--- src/rtl/note_recorder.sv ---
// Records keypad notes into song memory as {note, duration} entries and ends each recording with a 12'h000 terminator.
// Optional NOTE_RECORDER_RESTS_EN: rest segments closed by a key press, or split at 63 beats, are also written.
module note_recorder #(
  parameter int ADDR_WIDTH = 7
) (
  input  logic                  clk,
  input  logic                  reset,
  input  logic                  record_start,
  input  logic                  record_stop,
  input  logic                  beat,
  input  logic                  key_down,
  input  logic [5:0]            key_note,
  output logic                  wr_en,
  output logic [ADDR_WIDTH-1:0] wr_addr,
  output logic [11:0]           wr_data,
  output logic                  recording,
  output logic                  full,
  output logic [ADDR_WIDTH-1:0] song_length
);

  localparam logic [ADDR_WIDTH-1:0] LAST_DATA = {{(ADDR_WIDTH-1){1'b1}}, 1'b0};
  localparam logic [ADDR_WIDTH-1:0] TERM_ADDR = '1;
`ifdef NOTE_RECORDER_RESTS_EN
  localparam bit RESTS_EN = 1'b1;
`else
  localparam bit RESTS_EN = 1'b0;
`endif

  typedef enum logic [1:0] {IDLE, ARMED, REC, FLUSH} state_t;

  state_t                  state;
  logic                    term_sent;
  logic                    key_q;
  logic [ADDR_WIDTH-1:0]   addr;
  logic [5:0]              seg_note;
  logic [5:0]              seg_dur;

  logic                    seg_close;
  logic                    seg_write;
  logic [5:0]              next_note;
  logic [11:0]             entry;

  // A zero-beat segment still lasted at least one beat from the listener's view.
  function automatic logic [5:0] dur_floor1(input logic [5:0] d);
    return (d == 6'd0) ? 6'd1 : d;
  endfunction

  always_comb begin
    seg_close = record_stop || (key_down != key_q) ||
                (key_down && (key_note != seg_note)) ||
                (beat && (seg_dur == 6'd63));
    // A rest still open at stop time is always dropped.
    seg_write = record_stop ? (seg_note != 6'd0) : ((seg_note != 6'd0) || RESTS_EN);
    next_note = key_down ? key_note : 6'd0;
    entry     = {seg_note, dur_floor1(seg_dur)};
  end

  always_ff @(posedge clk or posedge reset) begin
    if (reset) begin
      state       <= IDLE;
      term_sent   <= 1'b0;
      key_q       <= 1'b0;
      addr        <= '0;
      seg_note    <= 6'd0;
      seg_dur     <= 6'd0;
      wr_en       <= 1'b0;
      wr_addr     <= '0;
      wr_data     <= 12'h000;
      recording   <= 1'b0;
      full        <= 1'b0;
      song_length <= '0;
    end else begin
      wr_en <= 1'b0;
      key_q <= key_down;
      case (state)
        IDLE: begin
          if (record_start) begin
            full        <= 1'b0;
            song_length <= '0;
            addr        <= '0;
            state       <= ARMED;
          end
        end
        ARMED: begin
          if (record_stop) begin
            wr_en     <= 1'b1;
            wr_addr   <= addr;
            wr_data   <= 12'h000;
            term_sent <= 1'b1;
            recording <= 1'b1;
            state     <= FLUSH;
          end else if (key_down) begin
            seg_note  <= key_note;
            seg_dur   <= 6'd0;
            recording <= 1'b1;
            state     <= REC;
          end
        end
        REC: begin
          if (seg_close) begin
            if (seg_write) begin
              wr_en       <= 1'b1;
              wr_addr     <= addr;
              wr_data     <= entry;
              addr        <= addr + 1'b1;
              song_length <= song_length + 1'b1;
            end
            if (record_stop && !seg_write) begin
              wr_en     <= 1'b1;
              wr_addr   <= addr;
              wr_data   <= 12'h000;
              term_sent <= 1'b1;
              state     <= FLUSH;
            end else if (record_stop || (seg_write && (addr == LAST_DATA))) begin
              term_sent <= 1'b0;
              state     <= FLUSH;
            end
            seg_note <= next_note;
            seg_dur  <= beat ? 6'd1 : 6'd0;
          end else if (beat) begin
            seg_dur <= seg_dur + 6'd1;
          end
        end
        FLUSH: begin
          // Terminator goes out on the first FLUSH cycle; recording drops after it.
          if (!term_sent) begin
            wr_en     <= 1'b1;
            wr_addr   <= addr;
            wr_data   <= 12'h000;
            full      <= (addr == TERM_ADDR);
            term_sent <= 1'b1;
          end else begin
            recording <= 1'b0;
            state     <= IDLE;
          end
        end
        default: state <= IDLE;
      endcase
    end
  end

endmodule

--- config.mk ---
export PLATFORM = sky130hd
export DESIGN_NAME = note_recorder
export DESIGN_NICKNAME = d
export VERILOG_FILES = /design/src/rtl/note_recorder.sv
export SDC_FILE = /design/constraint.sdc
export NUM_CORES = 1
export LEC_CHECK = 0
export BUFFER_PORTS_ARGS = -buffer_cell sky130_fd_sc_hd__buf_4
export CAP_MARGIN = 30
export CORE_MARGIN = 4
export CORE_UTILIZATION = 50
export CTS_CLUSTER_SIZE = 20
export DETAILED_ROUTE_END_ITERATION = 8
export PLACE_DENSITY_LB_ADDON = 0.3
export SLEW_MARGIN = 15
export SYNTH_ARGS = -nofsm -noshare
export SYNTH_HDL_FRONTEND = slang
export SYNTH_SLANG_ARGS = --single-unit
export TNS_END_PERCENT = 50
--- constraint.sdc ---
create_clock -name clk -period 4.05 [get_ports clk]
set_input_delay 0.81 -clock clk [delete_from_list [all_inputs] [get_ports clk]]
set_output_delay 0.81 -clock clk [all_outputs]
set_load 0.02 [all_outputs]
==> run metrics <==
status=finished, final reports clean; diode count=0; worst-case clock buffer depth=2; Flop pwr share=0.360; GR Util met1=0.2555; CP Class=reg2reg; post-synthesis mux area share=0.05478; largest fanout on the critical path=21; combinational family with the most area after synthesis=compound AO/OA/AOI/OAI gates; max_cap viols=0; Crit path arrival time=3.05 ns; met3 Usage GRT=0.04146; Setup Buffers After CTS=0; endpoints failing setup=0; io pins=41; fin crit share=0.7036; worst ir drop on vdd=408.5 µV; Post-Syn Instances=261; DRT Pass-1 Iters=5; first-pass GRT wire length=10690 µm; H-tree level count=2; CTS-repair resized insts=0; GR Overflow Total=0; GRT busiest layer=met2; Routed Antenna Nets=0; clock power share=0.148; FF-to-FF setup slack=1.20 ns; critical path required time=4.25 ns; final clock skew=0.009104 ns; Synth Register Bits=52; Unique masters post-synth=59; internal power=0.001189 W; unrepaired setup endpoints after global routing=false; Setup TNS=0 ns; Switch Pwr=0.0009371 W; Die Wd=83.57 µm; Max-slew headroom=0.4892; Power Dens Cells=644.7 mW/mm²; clk sinks=52; Top FF cell, synth=dfrtp_1; Post-CTS Hold Buffers=0; syn avg cell area=10.94 µm²; via density per instance=5.981; I/O Buffers=40; Synth Area in Adders=0.03944; switching share of power=0.4407; M2 GR Usage=0.2928; XOR/XNOR Fraction of Synth Area=0.02147; Post-synth ARST share=1.000; Starting Density=0.5185; NumNets Final=320; RD Place Congestion=0.8742; slew of the pin with the lowest slew margin=0.7627 ns; top cell type's share of synthesized area=0.4557; synthesized-area fraction occupied by and/or/nand/nor cells=0.1503; vias in the first global route=2261; top post-synthesis cells by area=dfrtp_1, ha_1, mux2_2, a31o_2, a22o_1; final instance area=0.003298 mm²; Vert. Die Dim=83.57 µm; CTS tree=built; fmax=350.9 MHz; Period minus WS final=2.849 ns; mapped cell area=0.002855 mm²; worst hold path type=in2async; YS warnings=0; Row Count=27; Critical Path Source Type=flop; CP Capture Type=flop; CORE AREA=0.005507 mm²; pin count of the biggest net entering global routing=37; Total GRT Usage=0.1845; antenna violations before repair=0; Mapped Nets=282; DIE AREA=0.006983 mm²; TritonCTS Buffers=5; Layout Area Growth over Synthesis=15.51%; Post-synth EDFFs=0; sequential area share after synthesis=0.4557; vias=2225; Hold WS=0.4717 ns; cell taking the most area after synthesis=dfrtp_1; detailed router's first-iteration violation count=149; area post-placement=0.003204 mm²; leak pwr=1.526 nW; share of layout cells above drive strength 1=0.2967; Synth Area in Compound Gates=0.2344; Skew-Pair Late Insertion Delay=0.31 ns; # DRC=0; Routed WL per cell=16.69 µm; clk root buf=clkbuf_8; clock-pin slew on the worst setup and hold paths=0.09 ns; Hold Vio Cnt, Final=0; post-DP HPWL=4452 µm; max-slew violation count=0; routed wire length=6208 µm; logic gate share of total power=0.492
[sequential cells by signal, summed over array words and instances (netlist names)]
name,flops
wr_addr,7
recording,1
wr_data,12
song_length,7
addr,7
seg_dur,6
wr_en,1
seg_note,6
term_sent,1
full,1
state,2
key_q,1
[worst max-delay path, stage by stage, from the launching register on]
cell,delay (ns)
dfrtp_1,0.41
inv_1,0.12
ha_1,0.66
nor4_1,0.15
a31oi_1,0.61
nand2_2,0.39
mux2_4,0.40
[cells in the mapped netlist, drive strengths merged, types with 2 or more instances]
cell type / instances
o21ai: 8
a22o: 9
a31oi: 2
nand4: 5
a32o: 2
nor2b: 2
xnor2: 7
a211oi: 3
and3: 10
nand2: 18
nor4: 4
buf: 5
or2: 2
mux2i: 4
mux2: 10
o31ai: 8
dfrtp: 52
o21a: 2
nor2: 13
a21boi: 2
inv: 15
a211o: 3
nor3: 8
clkbuf: 6
nand3: 11
o211ai: 3
o32ai: 5
o311ai: 6
a31o: 11
ha: 9
a21oi: 3
[power groups by stage]
stage               sequential (W)  clock (W)  combinational (W)
CTS                       0.000764   0.000322            0.00105
global placement          0.000768          0            0.00102
detailed placement        0.000772          0            0.00105
global route              0.000785   0.000344            0.00115
floorplan                 0.000815          0           0.000740
finish                    0.000765   0.000314            0.00105
[metrics by stage]
stage / util / setup slack (ns) / total power, W / cells
floorplan: - / 1.750 / 0.001555 / 261
global placement: 0.5783 / 1.290 / 0.001792 / 363
detailed placement: 0.5819 / 1.171 / 0.001820 / 364
CTS: 0.5990 / 1.242 / 0.002137 / 372
global route: 0.5990 / 0.9071 / 0.002280 / 372
finish: 0.5990 / 1.201 / 0.002126 / 372
[cell usage in the layout, fill, tap and decap left out, types with 6 or more instances in the layout]
| cell type | count |
|---|---|
| mux2_2 | 9 |
| xnor2_1 | 7 |
| buf_4 | 41 |
| nand3_1 | 10 |
| ha_1 | 9 |
| inv_1 | 14 |
| nor3_1 | 6 |
| o31ai_1 | 6 |
| o311ai_0 | 6 |
| clkbuf_8 | 6 |
| nor2_1 | 13 |
| a31o_2 | 11 |
| dfrtp_1 | 52 |
| a22o_1 | 9 |
| nand2_1 | 17 |
| o21ai_0 | 7 |
| and3_1 | 10 |
[cells by family after synthesis]
group | count (synthesis)
flip-flops | 52
multiplexers | 14
AO/OA/AOI/OAI | 77
buffers and inverters | 26
AND/OR/NAND/NOR | 76
adder cells (fa/ha/maj) | 9
XOR/XNOR | 7
[area by class of cell]
cell class | instances | area [µm²]
well taps | 72 | 90.09
fillers | 469 | 2208
flip-flops and latches | 52 | 1301
multi-input cells | 183 | 1429
clock buffers | 7 | 86.33
repair buffers | 42 | 327.8
inverters | 15 | 56.30
clock inverters | 1 | 7.507
[path summary, 6_finish.rpt]
check                          startpoint        endpoint  cells after the start
min                                 reset      wr_addr[1]                      2
max in group asynchronous           reset     seg_note[4]                      3
min reg2reg                song_length[6]  song_length[6]                      1
max                              state[0]      wr_addr[6]                      6
max reg2reg                      state[0]      wr_addr[6]                      6
min in group clk           song_length[6]  song_length[6]                      1
[metal layers]
metal | routed length (µm) | vias up
met5 | 0 | -
met4 | 98 | 0
met3 | 259 | 10
met2 | 2862 | 52
met1 | 2987 | 1088
li1 | - | 1075
Note: power is estimated with default switching activity, not from simulation.
